**config.mk**
```make
export PLATFORM = sky130hd
export DESIGN_NAME = execute_stage
export DESIGN_NICKNAME = d
export VERILOG_FILES = /design/src/rtl/y86_pkg.sv /design/src/rtl/y86_alu.sv /design/src/rtl/execute_stage.sv
export SDC_FILE = /design/constraint.sdc
export NUM_CORES = 1
export LEC_CHECK = 0
export ABC_AREA = 1
export BUFFER_PORTS_ARGS = -buffer_cell sky130_fd_sc_hd__buf_2
export CAP_MARGIN = 15
export CORE_ASPECT_RATIO = 1.5
export CORE_MARGIN = 4
export CORE_UTILIZATION = 62
export DETAILED_ROUTE_END_ITERATION = 16
export PLACE_DENSITY_LB_ADDON = 0.2
export SLEW_MARGIN = 10
export SYNTH_ARGS = -nofsm -noshare
export SYNTH_HDL_FRONTEND = slang
export SYNTH_SLANG_ARGS = --single-unit
```
**constraint.sdc**
```tcl
create_clock -name clk -period 10.8 [get_ports clk]
set_clock_uncertainty 0.15 [all_clocks]
set_input_delay 1.08 -clock clk [delete_from_list [all_inputs] [get_ports clk]]
set_output_delay 1.08 -clock clk [all_outputs]
set_load 0.05 [all_outputs]
```
**src/rtl/y86_pkg.sv**
```systemverilog
// Shared Y86-64 encodings for the execute stage: instruction codes, ALU
// functions, jump/cmov conditions, status codes and the M-register bubble.
package y86_pkg;

  // Instruction codes
  localparam logic [3:0] I_HALT   = 4'h0;
  localparam logic [3:0] I_NOP    = 4'h1;
  localparam logic [3:0] I_RRMOVQ = 4'h2;  // also CMOVXX
  localparam logic [3:0] I_IRMOVQ = 4'h3;
  localparam logic [3:0] I_RMMOVQ = 4'h4;
  localparam logic [3:0] I_MRMOVQ = 4'h5;
  localparam logic [3:0] I_OPQ    = 4'h6;
  localparam logic [3:0] I_JXX    = 4'h7;
  localparam logic [3:0] I_CALL   = 4'h8;
  localparam logic [3:0] I_RET    = 4'h9;
  localparam logic [3:0] I_PUSHQ  = 4'hA;
  localparam logic [3:0] I_POPQ   = 4'hB;

  // ALU functions (ifun of OPQ)
  localparam logic [3:0] ALU_ADD = 4'h0;
  localparam logic [3:0] ALU_SUB = 4'h1;
  localparam logic [3:0] ALU_AND = 4'h2;
  localparam logic [3:0] ALU_XOR = 4'h3;

  // Conditions (ifun of JXX / CMOVXX)
  localparam logic [3:0] C_ALWAYS = 4'h0;
  localparam logic [3:0] C_LE     = 4'h1;
  localparam logic [3:0] C_L      = 4'h2;
  localparam logic [3:0] C_E      = 4'h3;
  localparam logic [3:0] C_NE     = 4'h4;
  localparam logic [3:0] C_GE     = 4'h5;
  localparam logic [3:0] C_G      = 4'h6;

  // Status codes
  localparam logic [2:0] S_AOK = 3'd1;
  localparam logic [2:0] S_HLT = 3'd2;
  localparam logic [2:0] S_ADR = 3'd3;
  localparam logic [2:0] S_INS = 4'd4;

  localparam logic [3:0] RNONE = 4'hF;

  // Bubble contents of the M register (a NOP that writes nothing)
  localparam logic [2:0] BUBBLE_STAT  = S_AOK;
  localparam logic [3:0] BUBBLE_ICODE = I_NOP;

  // Reset value of {ZF,SF,OF}
  localparam logic [2:0] CC_RESET = 3'b100;

  // An instruction further down the pipe that has faulted or halted must
  // not see its effects overtaken by a younger OPQ changing the flags.
  function automatic logic stat_is_exc(input logic [2:0] s);
    return (s == S_ADR) || (s == S_INS) || (s == S_HLT);
  endfunction

endpackage

```
**src/rtl/y86_alu.sv**
```systemverilog
// Combinational Y86-64 ALU: result = b OP a, plus {ZF,SF,OF} for that result.
module y86_alu
  import y86_pkg::*;
#(
  parameter int W = 64
) (
  input  logic [W-1:0] a,
  input  logic [W-1:0] b,
  input  logic [3:0]   fn,
  output logic [W-1:0] res,
  output logic         zf,
  output logic         sf,
  output logic         of
);

  // Operation select and flag generation; unknown functions give zero.
  always_comb begin
    // NOTE: every output gets a default first so no path can infer a latch.
    res = '0;
    of  = 1'b0;
    unique case (fn)
      ALU_ADD: begin
        res = b + a;
        of  = (a[W-1] == b[W-1]) && (res[W-1] != a[W-1]);
      end
      ALU_SUB: begin
        res = b - a;
        of  = (a[W-1] != b[W-1]) && (res[W-1] != b[W-1]);
      end
      ALU_AND: res = b & a;
      ALU_XOR: res = b ^ a;
      default: ;
    endcase
    zf = (res == '0);
    sf = res[W-1];
  end

endmodule

```
**src/rtl/execute_stage.sv**
```systemverilog
// Y86-64 execute stage: operand selection, ALU, condition codes, branch/cmov
// condition, forwarding outputs, and the E->M pipeline register.
module execute_stage
  import y86_pkg::*;
#(
  parameter int W      = 64,
  parameter int STAT_W = 3,
  parameter int REG_W  = 4
) (
  input  logic              clk,
  input  logic              rst_n,
  input  logic [STAT_W-1:0] E_stat,
  input  logic [3:0]        E_icode,
  input  logic [3:0]        E_ifun,
  input  logic [W-1:0]      E_valC,
  input  logic [W-1:0]      E_valA,
  input  logic [W-1:0]      E_valB,
  input  logic [REG_W-1:0]  E_destE,
  input  logic [REG_W-1:0]  E_destM,
  input  logic [STAT_W-1:0] m_stat,
  input  logic [STAT_W-1:0] W_stat,
  input  logic              M_bubble,
  output logic [W-1:0]      e_valE,
  output logic [REG_W-1:0]  e_dstE,
  output logic              e_Cnd,
  output logic [2:0]        cc,
  output logic [STAT_W-1:0] M_stat,
  output logic [3:0]        M_icode,
  output logic              M_Cnd,
  output logic [W-1:0]      M_valE,
  output logic [W-1:0]      M_valA,
  output logic [REG_W-1:0]  M_dstE,
  output logic [REG_W-1:0]  M_dstM
);

  logic [W-1:0] alu_a;
  logic [W-1:0] alu_b;
  logic [3:0]   alu_fn;
  logic         alu_zf, alu_sf, alu_of;
  logic         set_cc;
  logic         lt;

  // Operand and function selection by instruction class.
  always_comb begin
    alu_a = '0;
    alu_b = '0;
    unique case (E_icode)
      I_RRMOVQ:          alu_a = E_valA;
      I_OPQ:             begin alu_a = E_valA; alu_b = E_valB; end
      I_IRMOVQ:          alu_a = E_valC;
      I_RMMOVQ, I_MRMOVQ: begin alu_a = E_valC; alu_b = E_valB; end
      I_CALL, I_PUSHQ:   begin alu_a = -W'(8); alu_b = E_valB; end
      I_RET, I_POPQ:     begin alu_a = W'(8);  alu_b = E_valB; end
      default: ;
    endcase
    alu_fn = (E_icode == I_OPQ) ? E_ifun : ALU_ADD;
  end

  y86_alu #(.W(W)) u_alu (
    .a   (alu_a),
    .b   (alu_b),
    .fn  (alu_fn),
    .res (e_valE),
    .zf  (alu_zf),
    .sf  (alu_sf),
    .of  (alu_of)
  );

  // Flags change only for a valid OPQ while nothing older has faulted.
  assign set_cc = (E_icode == I_OPQ) && (E_ifun <= ALU_XOR) &&
                  !stat_is_exc(m_stat) && !stat_is_exc(W_stat);

  // Condition-code register {ZF,SF,OF}.
  always_ff @(posedge clk or negedge rst_n) begin
    if (!rst_n) begin
      cc <= CC_RESET;
    end else if (set_cc) begin
      // NOTE: non-blocking so every register samples the pre-edge values.
      cc <= {alu_zf, alu_sf, alu_of};
    end
  end

  // Jump/cmov condition evaluated against the flags as they stand now.
  always_comb begin
    lt = cc[1] ^ cc[0];
    unique case (E_ifun)
      C_ALWAYS: e_Cnd = 1'b1;
      C_LE:     e_Cnd = lt | cc[2];
      C_L:      e_Cnd = lt;
      C_E:      e_Cnd = cc[2];
      C_NE:     e_Cnd = ~cc[2];
      C_GE:     e_Cnd = ~lt;
      C_G:      e_Cnd = ~lt & ~cc[2];
      default:  e_Cnd = 1'b0;
    endcase
  end

  // A cmov whose condition fails writes no register.
  assign e_dstE = (E_icode == I_RRMOVQ && !e_Cnd) ? RNONE : E_destE;

  // E->M pipeline register: reset and bubble both load a harmless NOP.
  always_ff @(posedge clk or negedge rst_n) begin
    if (!rst_n) begin
      M_stat  <= BUBBLE_STAT;
      M_icode <= BUBBLE_ICODE;
      M_Cnd   <= 1'b0;
      M_valE  <= '0;
      M_valA  <= '0;
      M_dstE  <= RNONE;
      M_dstM  <= RNONE;
    end else if (M_bubble) begin
      M_stat  <= BUBBLE_STAT;
      M_icode <= BUBBLE_ICODE;
      M_Cnd   <= 1'b0;
      M_valE  <= '0;
      M_valA  <= '0;
      M_dstE  <= RNONE;
      M_dstM  <= RNONE;
    end else begin
      M_stat  <= E_stat;
      M_icode <= E_icode;
      M_Cnd   <= e_Cnd;
      M_valE  <= e_valE;
      M_valA  <= E_valA;
      M_dstE  <= e_dstE;
      M_dstM  <= E_destM;
    end
  end

endmodule

```
==> results of run 1 <==
kinds of logic after synthesis:
| group | synth area share (%) |
|---|---|
| AOI/OAI and AO/OA | 9.498 |
| xor gates and xnor gates | 0.2165 |
| adders and majority gates | 8.546 |
| buffers and inverters | 20.41 |
| DFF | 18.25 |
| muxes | 0.05565 |
| and+or+nand+nor | 43.03 |
layer usage:
metal  track usage (%)  overflow
met5                 0         0
met4             60.33         2
met3             23.34         0
met2             85.73         0
met1             55.77         0
stage by stage:
stage,instance area (um2),instances,setup WS [ps],utilization [%]
2_1_floorplan,20230,3767,5450,-
3_3_place_gp,22420,4511,4526,69.99
3_5_place_dp,22420,4511,4462,69.99
4_1_cts,23000,4543,4442,71.80
==> run metrics, run 1 <==
unique cell type count in the Yosys netlist between 40 and 50; Synth async-reset ratio 100.0%; Initial Util around 63%; top post-synthesis cells by area nand2_1, inv_1, dfrtp_1, nor2_1, ha_1; Post-synth top cells nand2_1, inv_1, nor2_1; die extent in y between 200 and 250 um; sequential-to-total area share from yosys stat between 10% and 20%; Syn Nets around 4100; clock buffer depth 2; Die Span X approximately 160 um; mean post-synth cell area between 5 and 6 um2; cell area after synthesis slightly above 20000 um2; Seq cells post-synth around 150; I/O pin count around 440; count of input and output buffers roughly 440; GPL Wtd Cong between 1 and 1.5; DP HPWL roughly 78 mm; TritonCTS Buffers 17; Stopped at 5_1_grt; Global Route Usage Sum a little under three fifths; clk root buf clkbuf_16; dominant cell type by area after synthesis nand2_1; pin count of the biggest net entering global routing 81; EDFF count, synth 0; Sink Count between 100 and 150; H-tree Lvls 4; cell with the most instances after synthesis nand2_1; Err [ERROR GRT-0116] Global routing finished with congestion. Check the congestion regions in the DRC Viewer.; cts repair resizes 0; Hold-fix buffers, CTS 0; Synth top area share between 20 and 25%; FP Rows 80; GRT Residual Overflow 2; first-pass GRT wire length around 160 mm; status stopped before the end; Yosys warnings 0; Synth Flop Type dfrtp_1; Setup Buffers After CTS 0; instance count of the mapped netlist ~3800; number of global-route vias before repair 26792
==> run 2, diff against run 1 <==
- CORE_ASPECT_RATIO: 1.5 -> unset
- CORE_UTILIZATION: 62 -> 40
- PLACE_DENSITY_LB_ADDON: 0.2 -> 0.15
==> run 2 against run 1 <==
  * Synthesized area stayed put
  * The flow now finishes without violations
  * Synthesized cell count did not move
==> run metrics, run 2 <==
Yosys warnings 0 (unchanged); nets 4481; startpoint types input port; drt first pass iters 8; Power Density about 120 nW/um2; Worst-Margin Slew between 1000 and 1500 ps; vias post-DR approximately 25000; pin count of the biggest net entering global routing 64; most frequent cells in the layout nand2_1, inv_1, nor2_1, buf_2, nand3_1; footprint of the multi-input gates roughly 12000 um2; Finished Core Util between 40% and 50%; Max VDD drop about 0.11 mV; kind of critical path in2out; number of global-route vias before repair around 23000; starting DRC count in detailed routing between 2000 and 2500; Leakage approximately 15 nW; unique cell type count in the Yosys netlist 45 (unchanged); Die Span X 232.9 um (+50%); die area between 50000 and 60000 um2; instance count of the mapped netlist 3767 (unchanged); CORE AREA around 50000 um2; synth-to-layout area growth 15.59%; DP HPWL 79.35 mm (+1.5%); Sink Count 147 (unchanged); Setup crit end kind primary output; die extent in y 232.9 um (+1.6%); average wire per standard cell between 15 and 20 um; Syn Nets 4124 (unchanged); CTS tree yes; Max Slew Vio Count 0; Global Route Usage Sum between 30 and 40%; I/O pin count 436 (unchanged); Worst Hold Class in2async; Hold-fix buffers, CTS 0 (unchanged); TritonCTS Buffers 17 (unchanged); Seq cells post-synth 147 (unchanged); H-tree Lvls 4 (unchanged); DRC viols 0; sequential-to-total area share from yosys stat 18.25% (unchanged); Clock Latency Late Sink 470 ps; clk slew on worst S/H paths ~70 ps; Initial Util 40.41% (-23 points); EDFF count, synth 0 (unchanged); Setup Buffers After CTS 0 (unchanged); count of input and output buffers 435 (unchanged); GRT Residual Overflow 0; Synth async-reset ratio 100.0% (unchanged); Worst slew margin between 30% and 40%; Fillers approximately 5800; number of max-cap violations 0; cts repair resizes 0 (unchanged); RSZ-0062 raised after global routing no; Synth Flop Type dfrtp_1; Reg area around 3700 um2; status completed; post-route ant nets 0; endpoints failing hold 0; initial antenna violation count 1; vias per cell between 5 and 6; clock buffer depth 2 (unchanged); commonest non-fill, non-tap cell in the layout nand2_1; Top Registers M_valA x64, M_valE x64; critical path data arrival time a little under 6000 ps; dominant cell type by area after synthesis nand2_1; GPL Wtd Cong 1.089 (-7.8%); clk root buf clkbuf_16; TNS Setup 0 ps; first-pass GRT wire length 138.7 mm; final WL ~95 mm; FP Rows 82 (+2.5%); Post-synth top cells nand2_1, inv_1, nor2_1; Tmin final about 7000 ps; share of cells above drive strength 1 a little over an eighth; Crit path required time between 9000 and 10000 ps; worst-path maximum fanout 45; top post-synthesis cells by area nand2_1, inv_1, dfrtp_1, nor2_1, ha_1; mean post-synth cell area 5.371 um2 (unchanged); Synth top area share 22.52% (unchanged); Fmax 142.4 MHz; setup violators final 0; fin crit share 65.00%; cell with the most instances after synthesis nand2_1; cell area after synthesis 20230 um2 (unchanged)
==> run 2: cell counts after synthesis <==
No cell type changed its count.
==> run 2: through the flow <==
step	setup slack, ps	hold slack [ps]	instance area [um2]	power [mW]	cells
2_1_floorplan	5450	445.7	20230	1.700	3767
3_3_place_gp	3742	360.3	22780	2.182	4777
3_5_place_dp	3740	358.8	22780	2.183	4777
4_1_cts	3717	343.9	23390	2.828	4809
5_1_grt	3489	372.8	23390	3.003	4810
6_report	3780	360.8	23390	2.834	4810
==> run 2: path summary, 6_finish.rpt <==
path / start / end / slack (ps) / cells after the start
setup / recovery: E_icode[1] / e_valE[36] / 3780 / 22
hold / removal: rst_n / M_valA[12] / 360 / 1
setup reg to reg: cc[0] / M_dstE[3] / 8800 / 7
hold reg to reg: cc[1] / cc[1] / 370 / 2
max in group asynchronous: rst_n / M_valE[44] / 8980 / 2
min in group clk: cc[1] / cc[1] / 370 / 2
==> run 2: layout make-up <==
class                      instances  share of cell area (%)
multi-input combinational       2575                   53.20
clock inverter                    15                  0.7864
timing repair buffer             449                   9.795
inverter                         934                   15.01
sequential                       147                   15.79
antenna                            1                 0.01070
clock buffer                      17                   1.819
tap                              672                   3.595
==> run 2: layer usage <==
layer  track usage (%)  wire length [um]  vias up
met5                 0                 0        -
met2             58.23             44460     1212
met3             6.170              7526      304
li1                  -                 -    12056
met1             38.31             34770    11004
met4             25.23              8310        0
==> run 2: critical path, cell delays in order <==
cell,delay [ps]
buf_2,120
nand2_1,130
nand2_1,60
nand2_1,170
inv_2,260
buf_4,390
a221oi_1,760
inv_1,160
ha_1,430
nor2_4,160
nand2_1,180
nor2_1,310
nand4_1,270
nand3_1,330
nand2_1,110
nand2_1,80
nand2_1,50
nand3_1,70
nand2_1,70
nor2_1,280
inv_1,70
buf_2,210
==> run 2: power breakdown <==
group / internal, mW / leakage [nW] / switching (mW)
Combinational: 0.378 / 12.8 / 1.22
Clock: 0.351 / 0.300 / 0.280
Sequential: 0.595 / 1.89 / 0.0105
Total: 1.32 / 15.0 / 1.51
==> run 2: cells by family (layout without fill, tap and decap cells) <==
kind of cell	count (synthesis)	after routing	synth area share, %
adders and majority gates	137	137	8.546
DFF	147	147	18.25
muxes	1	1	0.05565
AOI/OAI and AO/OA	311	311	9.498
buffers and inverters	1045	1415	20.41
other	0	1	0
xor gates and xnor gates	5	5	0.2165
and+or+nand+nor	2121	2121	43.03
Power figures use the tool's default switching activity.
